$ cat src/rtl/op_tx.sv
// op_tx: buffers 4-bit op codes in a small FIFO and serializes each one as a
// 6-bit frame (start=1, d0..d3 LSB first, stop=0) at CLK_BAUD_RATIO clocks per bit.
module op_tx #(
    parameter int CLK_BAUD_RATIO = 8,
    parameter int FIFO_DEPTH     = 4
) (
    input  logic       clk_in,
    input  logic       rst_in,
    input  logic [3:0] op_in,
    input  logic       op_valid_in,
    output logic       op_ready_out,
    output logic       tx_out,
    output logic       busy_out
);

    localparam int CW = $clog2(CLK_BAUD_RATIO);
    localparam int NW = $clog2(FIFO_DEPTH + 1);
    localparam int PW = $clog2(FIFO_DEPTH);

    // IDLE: line 0, waiting | START: start bit | DATA: d0..d3 | STOP: stop bit
    localparam logic [1:0] S_IDLE  = 2'd0;
    localparam logic [1:0] S_START = 2'd1;
    localparam logic [1:0] S_DATA  = 2'd2;
    localparam logic [1:0] S_STOP  = 2'd3;

    localparam logic [CW-1:0] C_LAST = CW'(CLK_BAUD_RATIO - 1);
    localparam logic [NW-1:0] N_FULL = NW'(FIFO_DEPTH);

    logic [3:0]    r_mem [FIFO_DEPTH];
    logic [PW-1:0] r_wr_ptr;
    logic [PW-1:0] r_rd_ptr;
    logic [NW-1:0] r_count;
    logic [1:0]    r_state;
    logic [CW-1:0] r_cnt;
    logic [1:0]    r_bit_idx;
    logic [3:0]    r_shift;
    logic          r_tx;

    logic w_nonempty;
    logic w_bit_end;
    logic w_pop;
    logic w_push;

    assign w_nonempty = (r_count != '0);
    assign w_bit_end  = (r_cnt == C_LAST);
    // The head is popped on the same edge that launches the start bit.
    assign w_pop      = w_nonempty && ((r_state == S_IDLE) || ((r_state == S_STOP) && w_bit_end));

    assign op_ready_out = (r_count != N_FULL) && !rst_in;
    assign w_push       = op_valid_in && op_ready_out;
    assign tx_out       = r_tx;
    assign busy_out     = (r_state != S_IDLE) || w_nonempty;

    always_ff @(posedge clk_in) begin
        if (w_push) begin
            r_mem[r_wr_ptr] <= op_in;
        end
    end

    always_ff @(posedge clk_in or posedge rst_in) begin
        if (rst_in) begin
            r_wr_ptr <= '0;
            r_rd_ptr <= '0;
            r_count  <= '0;
        end else begin
            if (w_push) begin
                r_wr_ptr <= r_wr_ptr + PW'(1);
            end
            if (w_pop) begin
                r_rd_ptr <= r_rd_ptr + PW'(1);
            end
            case ({w_push, w_pop})
                2'b10:   r_count <= r_count + NW'(1);
                2'b01:   r_count <= r_count - NW'(1);
                default: r_count <= r_count;
            endcase
        end
    end

    always_ff @(posedge clk_in or posedge rst_in) begin
        if (rst_in) begin
            r_state   <= S_IDLE;
            r_cnt     <= '0;
            r_bit_idx <= '0;
            r_shift   <= '0;
            r_tx      <= 1'b0;
        end else begin
            case (r_state)
                S_IDLE: begin
                    r_tx <= 1'b0;
                    if (w_nonempty) begin
                        r_shift <= r_mem[r_rd_ptr];
                        r_cnt   <= '0;
                        r_tx    <= 1'b1;
                        r_state <= S_START;
                    end
                end
                S_START: begin
                    if (w_bit_end) begin
                        r_cnt     <= '0;
                        r_tx      <= r_shift[0];
                        r_shift   <= {1'b0, r_shift[3:1]};
                        r_bit_idx <= 2'd0;
                        r_state   <= S_DATA;
                    end else begin
                        r_cnt <= r_cnt + CW'(1);
                    end
                end
                S_DATA: begin
                    if (w_bit_end) begin
                        r_cnt <= '0;
                        if (r_bit_idx == 2'd3) begin
                            r_tx    <= 1'b0;
                            r_state <= S_STOP;
                        end else begin
                            r_tx      <= r_shift[0];
                            r_shift   <= {1'b0, r_shift[3:1]};
                            r_bit_idx <= r_bit_idx + 2'd1;
                        end
                    end else begin
                        r_cnt <= r_cnt + CW'(1);
                    end
                end
                default: begin
                    if (w_bit_end) begin
                        r_cnt <= '0;
                        // Chain straight into the next start bit when more ops wait.
                        if (w_nonempty) begin
                            r_shift <= r_mem[r_rd_ptr];
                            r_tx    <= 1'b1;
                            r_state <= S_START;
                        end else begin
                            r_state <= S_IDLE;
                        end
                    end else begin
                        r_cnt <= r_cnt + CW'(1);
                    end
                end
            endcase
        end
    end

endmodule

$ cat config.mk
export PLATFORM = sky130hd
export DESIGN_NAME = op_tx
export DESIGN_NICKNAME = d
export VERILOG_FILES = /design/src/rtl/op_tx.sv
export SDC_FILE = /design/constraint.sdc
export NUM_CORES = 1
export LEC_CHECK = 0
export CORE_ASPECT_RATIO = 0.7
export CORE_MARGIN = 3
export CORE_UTILIZATION = 55
export CTS_BUF_LIST = sky130_fd_sc_hd__clkbuf_8
export CTS_CLUSTER_SIZE = 14
export DETAILED_ROUTE_END_ITERATION = 10
export GPL_TIMING_DRIVEN = 0
export PLACE_DENSITY = 0.74
export SLEW_MARGIN = 0
export SYNTH_ARGS = -nofsm -noshare
export SYNTH_HDL_FRONTEND = slang
export SYNTH_SLANG_ARGS = --single-unit
$ cat constraint.sdc
create_clock -name clk_in -period 2.4 [get_ports clk_in]
set_input_delay 0.48 -clock clk_in [delete_from_list [all_inputs] [get_ports clk_in]]
set_output_delay 0.48 -clock clk_in [all_outputs]
set_load 0.005 [all_outputs]
==> results.yml, run 1 <==
status:
  status: "completed"
routing:
  drt_pass1_iterations: 4
  drtIter0Drc: 72
  num_vias: 1069
  vias_per_cell: 5.45
  routedWlPerCell_um: 15.4
  drt_wl_total_um: 3010
  antenna_left: 0
  drc_errors: 0
timing:
  worstMarginPinSlew_ns: 0.741
  slew_headroom_pct: 50.5
  fmax_mhz: 439
  whs_ns: 0.488
  setup_viol: 0
  finalHoldViolations: 0
  fin_crit_sh_pct: 94.9
  period_minus_slack_ns: 2.28
  drv_slew: 0
  fin_skew_ns: 0.00602
floorplanning:
  fp.dieW_um: 73.1
  core_area_um2: 2900
  die-area_um2: 3870
  ios: 10
  rows: 16
  start_util_pct: 59.7
  die_h_um: 53.0
pwr:
  p_leak_nw: 0.837
  switchingPower_w: 0.000938
  power_w: 0.00243
  pwr_density_cell_nw_per_um2: 1230
  clkPwrFrac_pct: 16.1
  seq_power_share_pct: 39.4
  switching_share_pct: 38.7
  cellInternalPower_w: 0.00149
  power_frac_comb_pct: 44.5
  vdd_drop_max_mv: 0.774
run:
  drv_cap: 0
critical_path:
  cpPeakStageDelay_ns: 0.49
  r2r_end: "r_count[2]"
  worst-setup-path-type: "flip-flop to primary output"
  crit_buf_inv: 1
  worstPathCellList: "nor3_2 -> nand2_1 -> clkdlybuf4s50_1"
  crit_path_end_kind: "primary output"
  rr_worst_depth: 10
  required_ns: 1.92
  worstSetupStartpointType: "flip-flop"
  crit_fanout: 7
  regToRegSetupSlack_ns: 0.22
  worstReg2RegStart: "r_cnt[0]"
  crit_path_top_delay_cell: "nor3_2"
  crit_family: "simple AND/OR/NAND/NOR gates"
  worst_ep_arrival_time_ns: 1.80
  cp.depth: 3
logic_synthesis:
  yosys.area.top_type_share_pct: 27.7
  synth-main-ff-cell: "dfrtp_1"
  synth_nets: 163
  yosysWarnings: 0
  netlist_area_um2: 1730
  synth_edf_count: 16
  ys_async_sr_fraction_pct: 54.3
  synth_area_leaders: "edfxtp_1, dfrtp_1, ha_1"
  yosys_register_bits: 35
  netlist_instances: 143
  synth_cell_types: 33
  synth_top_cells_by_count: "dfrtp_1, edfxtp_1, nor2_1"
  yosysSeqAreaShare_pct: 55.2
  synth_area_per_cell_um2: 12.1
  yosys.area.top_type: "edfxtp_1"
  yosysMostFrequentCell: "dfrtp_1"
grt:
  grt_max_degree: 20
  antenna_found_initial: 0
  grt.met1_usage_pct: 24.4
  grt_pass1_wl_um: 4890
  busiest_layer: "met2"
  grt_usage_pct: 17.3
  grt_pass1_vias: 1054
  grt_util_met2_pct: 25.1
  grt_use_met3_pct: 5.12
  gr-total-overflow: 0
placement:
  portBuffers: 9
  post_dp_cell_area_um2: 1870
  place_congestion: 0.754
  dp.cells: 188
  dpl.hpwl_um: 2260
clock_network:
  clockRootBuffer: "clkbuf_8"
  cts_hold_buf: 0
  cts-htree-levels: 2
  clkSinkCount: 35
  clock_latency_ns: 0.28
  cts.clk_slew.worst_paths_ns: 0.07
  cts_tree: "built"
  cts_inserted_buffers: 5
  ctsLongestPathBuffers: 2
  postCtsSetupRepairBufs: 0
final_layout:
  final_nets: 179
  ff_latch_area_um2: 956
  drive_above_1_share_pct: 13.8
  final_cells: 196
  fillers: 204
  fin_area_um2: 1970
  multi_input_area_um2: 739
  final_util_pct: 67.9
  antennaDiodeCount: 0
  syn2layout_area_growth_pct: 13.8
min_path:
  hold_path_class: "flip-flop to flip-flop"
  hold-path-endpoint: "r_cnt[0]"
  min_from: "r_cnt[0]"
  whs_path_depth: 1
## state kept, by name (all words and copies together) (netlist names)
name / cells
r_bit_idx: 2
r_cnt: 3
r_count: 3
r_mem: 16
r_rd_ptr: 2
r_shift: 4
r_state: 2
r_wr_ptr: 2
tx_out: 1
## worst max path at each step
| stage | start | slack [ns] | to |
|---|---|---|---|
| 6_report | r_count[0] | 0.12 | busy_out |
| 2_1_floorplan | r_cnt[0] | 0.31 | r_count[2] |
| 3_5_place_dp | rst_in | -0.09 | r_count[2] |
| 5_1_grt | r_count[0] | -0.004 | busy_out |
| 4_1_cts | r_cnt[0] | 0.005 | r_count[2] |
| 3_3_place_gp | rst_in | 0.01 | r_count[2] |
## per-layer routing
metal,wire (um),up-vias
met2,1360,15
met4,9,0
li1,-,533
met5,0,-
met3,89,2
met1,1550,519
## cell families after synthesis
kind of cell               share of synthesized area, %
adders and majority gates                          9.82
xor gates and xnor gates                           3.03
DFF                                                55.2
muxes                                              7.22
buffers and inverters                              3.39
AOI/OAI and AO/OA                                  9.67
and+or+nand+nor                                    11.7
## final cells by class
| class | count | area share [%] |
|---|---|---|
| Inverter | 12 | 2.28 |
| Clock inverter | 3 | 0.635 |
| Clock buffer | 5 | 3.49 |
| Sequential cell | 35 | 48.5 |
| Tap cell | 36 | 2.28 |
| Timing Repair Buffer | 9 | 4.57 |
| Buffer | 3 | 0.761 |
| Multi-Input combinational cell | 93 | 37.5 |
## timing repair
item	in CTS	in global routing
gates resized for setup	1	4
endpoints found under the hold margin	0	0
endpoints found under the setup margin	1	2
## power by group through the flow
stage	clock, W	sequential [W]	combinational, W
6_report	0.000391	0.000957	0.00108
5_1_grt	0.000423	0.000977	0.00122
4_1_cts	0.000399	0.000950	0.00106
3_5_place_dp	0	0.000961	0.00106
3_3_place_gp	0	0.000949	0.000995
2_1_floorplan	0	0.000925	0.000830
## per-stage QoR
| step | TNS [ns] | setup slack [ns] |
|---|---|---|
| 5_1_grt | -0.00421 | -0.00421 |
| 2_1_floorplan | 0 | 0.307 |
| 4_1_cts | 0 | 0.00493 |
| 3_5_place_dp | -0.146 | -0.0888 |
| 3_3_place_gp | 0 | 0.0118 |
| 6_report | 0 | 0.122 |
## cell usage in the layout, fill, tap and decap left out, types with 2 or more instances in the layout
cell type        instances
o21ai_0                  7
nor2_1                  13
nand2b_1                 3
xor2_1                   3
a21oi_1                  5
clkdlybuf4s50_1          9
ha_1                    11
mux2i_1                  8
and3_1                   4
nand2_1                  9
xnor2_1                  3
nor3_1                   3
edfxtp_1                16
dfrtp_1                 19
inv_1                   14
a21oi_2                  2
clkbuf_8                 5
buf_2                    2
o32a_1                   2
nand3_1                  3
a211oi_1                 2
No activity file was read; power rests on OpenSTA's default activity.
==> inputs of run 2 (changes only) <==
CELL_PAD_IN_SITES_DETAIL_PLACEMENT = 1   (was default)
CELL_PAD_IN_SITES_GLOBAL_PLACEMENT = 2   (was default)
CORE_UTILIZATION = 42   (was 55)
PLACE_DENSITY = default   (was 0.74)
PLACE_DENSITY_LB_ADDON = 0.1   (was default)
==> run 2 against run 1 <==
Worst setup slack improved by 0.024 ns. Sequential share of layout area decreased by 0.96 points. Clock skew decreased by 0.0040 ns. Sequential power increased by 0.8%. Worst hold slack improved by 0.0031 ns. Routed wire length increased by 10%. Highest routed layer unchanged.
==> results.yml, run 2 (synthesized netlist as in run 1, its figures left out) <==
status:
  status: "completed"
pwr:
  p_leak_nw: 0.844
  vdd_drop_max_mv: 0.709
  pwr_density_cell_nw_per_um2: 1240
routing:
  drtIter0Drc: 60
  antenna_left: 0
  drc_errors: 0
  routedWlPerCell_um: 15.7
  drt_wl_total_um: 3320
  num_vias: 1076
  vias_per_cell: 5.10
  drt_pass1_iterations: 6
final_layout:
  fillers: 404
  final_common_cell: "dfrtp_1"
  antennaDiodeCount: 0
  final_cell_mix: "dfrtp_1, edfxtp_1, nor2_1, inv_1, ha_1"
  largest_register_ff_count: 16
  top_register: "r_mem"
  final_nets: 180
  syn2layout_area_growth_pct: 16.1
  drive_above_1_share_pct: 14.3
  fin_area_um2: 2010
  reg_top3: "r_mem: 16 flops, r_shift: 4 flops"
critical_path:
  crit_path_end_kind: "primary output"
  cp.depth: 5
  rr_worst_depth: 10
  worstPathCellList: "inv_1 -> ha_1 -> buf_2 -> nand2_1 -> clkdlybuf4s50_1"
  worst_ep_arrival_time_ns: 1.77
  regToRegSetupSlack_ns: 0.21
  worstSetupStartpointType: "flip-flop"
  crit_path_top_delay_cell: "clkdlybuf4s50_1"
  r2r_end: "r_count[2]"
  required_ns: 1.92
  crit_fanout: 10
  crit_buf_inv: 3
  worstReg2RegStart: "r_cnt[0]"
  crit_family: "buffers and inverters"
  worst-setup-path-type: "flip-flop to primary output"
  worstSetupEndpoint: "busy_out"
  critPathLaunch: "r_state[1]"
  cpPeakStageDelay_ns: 0.47
timing:
  setup_viol: 0
  slew_headroom_pct: 49.5
  fmax_mhz: 444
  period_minus_slack_ns: 2.25
  worstMarginPinSlew_ns: 0.757
  fin_crit_sh_pct: 93.9
  fin_skew_ns: 0.00206
  finalHoldViolations: 0
  setup_slack_ns: 0.146
  drv_slew: 0
  rsz0062_at_grt: "no"
floorplanning:
  rows: 18
  ios: 10
  core_area_um2: 3740
  fp.dieW_um: 82.8
  die_h_um: 59.7
  die-area_um2: 4940
  start_util_pct: 46.4
clock_network:
  ctsLongestPathBuffers: 2
  clock_latency_ns: 0.28
  cts.clk_slew.worst_paths_ns: 0.06
  clockRootBuffer: "clkbuf_8"
  cts_tree: "built"
  cts-htree-levels: 2
  cts_inserted_buffers: 5
  clkSinkCount: 35
grt:
  gr-total-overflow: 0
  grt_usage_pct: 15.4
  grt_pass1_wl_um: 5430
  grt_pass1_vias: 1129
  antenna_found_initial: 0
  grt_max_degree: 20
run:
  drv_cap: 0
placement:
  dpl.hpwl_um: 2530
  place_congestion: 0.744
  place_ws_ns: -0.0808
  post_dp_cell_area_um2: 1890
  portBuffers: 9
min_path:
  hold_path_class: "flip-flop to flip-flop"
run 2: through the flow:
step	utilization, %	hold WS [ns]	TNS [ns]	total power [W]	cells
after global placement	50.4	0.469	-0.0267	0.00197	202
after floorplan	-	0.431	0	0.00176	143
after CTS	52.9	0.496	0	0.00249	210
final	53.8	0.491	0	0.00250	211
after detailed placement	50.4	0.487	-0.131	0.00205	202
after global routing	53.8	0.531	0	0.00273	211
run 2: repair_timing:
action                     4_1_cts  5_1_grt
setup endpoints to repair        2        3
pin swaps                        0        0
setup buffers                    0        1
resized for setup                2        5
hold buffers                     0        0
run 2: area by class of cell:
cell class,instances,area [um^2],area share [%]
sequential,35,956,47.5
multi-input combinational,93,746,37.1
timing repair buffer,10,97.6,4.85
clock buffer,6,82.6,4.10
tap,50,62.6,3.11
inverter,12,45.0,2.24
buffer,3,15.0,0.746
clock inverter,2,7.51,0.373
run 2: power breakdown:
| group | internal (W) | total, W | switching, W |
|---|---|---|---|
| clock | 0.000225 | 0.000425 | 0.000199 |
| sequential | 0.000814 | 0.000965 | 0.000152 |
| combinational | 0.000494 | 0.00111 | 0.000619 |
run 2: worst min-delay path by stage:
stage                   from            to  slack [ns]  depth (start not counted)
floorplan             rst_in  r_bit_idx[0]        0.43                          1
global placement    r_cnt[0]      r_cnt[0]        0.47                          1
detailed placement  r_cnt[0]      r_cnt[0]        0.49                          1
CTS                 r_cnt[0]      r_cnt[0]        0.50                          1
global route        r_cnt[0]      r_cnt[0]        0.53                          1
finish              r_cnt[0]      r_cnt[0]        0.49                          1
run 2: metal layers:
metal  wire, um  up-vias  track usage, %
li1           -      534               -
met1       1680      525            20.4
met2       1510       10            23.4
met3         73        7            4.52
met4         60        0            6.99
met5          0        -               0
==> inputs of run 3 (changes only) <==
CTS_CLUSTER_SIZE = 28   (was 14)
GPL_TIMING_DRIVEN = default   (was 0)
==> run 3 against run 2 <==
Clock-buffer cell count down 1. Sequential power grew 2.8%. Register-to-register slack improved by 0.03 ns. Worst hold slack worse by 0.0062 ns. Critical path type is now input pin to primary output. Largest cell class unchanged.
==> results.yml, run 3 (synthesized netlist as in run 1, its figures left out) <==
status:
  status: "completed"
placement:
  dpl.hpwl_um: 2630
  portBuffers: 9
  place_congestion: 0.774
  dp.cells: 204
grt:
  grt_pass1_vias: 1227
  gr-total-overflow: 0
  antenna_found_initial: 0
  grt_pass1_wl_um: 6020
  grt_max_degree: 20
  grt_usage_pct: 17.1
routing:
  routedWlPerCell_um: 16.6
  num_vias: 1095
  drc_errors: 0
  drt_wl_total_um: 3520
  drt_pass1_iterations: 4
  vias_per_cell: 5.17
  antenna_left: 0
  drtIter0Drc: 40
floorplanning:
  die-area_um2: 4940
  die_h_um: 59.7
  fp.dieW_um: 82.8
  rows: 18
  core_area_um2: 3740
  start_util_pct: 46.4
  ios: 10
clock_network:
  cts.repair.resized: 0
  clock_latency_ns: 0.29
  cts-htree-levels: 2
  cts_inserted_buffers: 5
  cts.clk_slew.worst_paths_ns: 0.07
  clockRootBuffer: "clkbuf_8"
  cts_hold_buf: 0
  postCtsSetupRepairBufs: 0
  ctsLongestPathBuffers: 2
  cts_tree: "built"
  clkSinkCount: 35
timing:
  fin_crit_sh_pct: 94.4
  slew_headroom_pct: 65.6
  finalHoldViolations: 0
  rsz0062_at_grt: "no"
  period_minus_slack_ns: 2.27
  fin_skew_ns: 0.00657
  setup_tns_ns: 0
  worstMarginPinSlew_ns: 0.516
  drv_slew: 0
  fmax_mhz: 441
  setup_viol: 0
critical_path:
  worst_ep_arrival_time_ns: 1.79
  worstSetupStartpointType: "input pin"
  crit_path_end_kind: "primary output"
  worst-setup-path-type: "input pin to primary output"
  crit_fanout: 5
  required_ns: 1.92
final_layout:
  fillers: 403
  final_nets: 181
  top_register: "r_mem"
  final_cells: 212
  antennaDiodeCount: 0
  drive_above_1_share_pct: 14.2
  final_cell_mix: "dfrtp_1, edfxtp_1, nor2_1"
  syn2layout_area_growth_pct: 18.1
  reg_top3: "r_mem: 16 flops, r_shift: 4 flops"
  final_util_pct: 54.7
  largest_register_ff_count: 16
  final_common_cell: "dfrtp_1"
pwr:
  pwr_density_cell_nw_per_um2: 1320
  p_leak_nw: 0.866
  vdd_drop_max_mv: 0.582
run:
  drv_cap: 0
min_path:
  hold_path_class: "flip-flop to flip-flop"
-- run 3: cell count changes in the layout (fill, tap and decap cells not counted), sizes merged --
| cell | change |
|---|---|
| bufinv | +2 |
| buf | +1 |
| clkbuf | -1 |
| clkinv | -1 |
| clkinvlp | +1 |
| inv | -1 |
-- run 3: layout make-up --
cell class,count,area (um^2),area share (%)
Sequential cell,35,956,46.7
Clock buffer,5,68.8,3.36
Timing Repair Buffer,14,128,6.24
Tap cell,50,62.6,3.06
Multi-Input combinational cell,93,718,35.1
Clock inverter,3,67.6,3.30
Inverter,12,45.0,2.20
-- run 3: final timing paths --
kind | startpoint | end | slack [ns] | cells after the start
max | rst_in | op_ready_out | 0.13 | 4
min | r_cnt[0] | r_cnt[0] | 0.48 | 1
max reg2reg | r_cnt[0] | r_count[2] | 0.24 | 10
min reg2reg | r_cnt[0] | r_cnt[0] | 0.48 | 1
max in group asynchronous | rst_in | r_bit_idx[1] | 1.64 | 3
min in group asynchronous | rst_in | r_shift[0] | 0.55 | 3
-- run 3: power breakdown --
part / internal [W] / switching, W
clock: 0.000414 / 0.000229
combinational: 0.000480 / 0.000581
sequential: 0.000813 / 0.000180
-- run 3: critical path: stages --
cell             delay, ns
clkdlybuf4s50_1       0.42
a31oi_1               0.22
buf_4                 0.17
clkdlybuf4s50_1       0.50
-- run 3: stage by stage --
step / hold WS (ns) / area (um^2) / power [W] / worst slack [ns]
6_report: 0.485 / 2050 / 0.00270 / 0.134
5_1_grt: 0.494 / 2050 / 0.00290 / 0.0298
4_1_cts: 0.483 / 2050 / 0.00272 / 0.129
3_5_place_dp: 0.474 / 1910 / 0.00207 / 0.0266
3_3_place_gp: 0.469 / 1910 / 0.00198 / 0.104
2_1_floorplan: 0.431 / 1730 / 0.00176 / 0.307
-- run 3: layer usage --
layer	vias up	GRT usage, %	part of all wire (%)
met5	-	0	0
met4	0	6.76	1.4
met3	6	6.02	3.9
met2	21	25.9	47
met1	530	22.5	48
li1	538	-	-
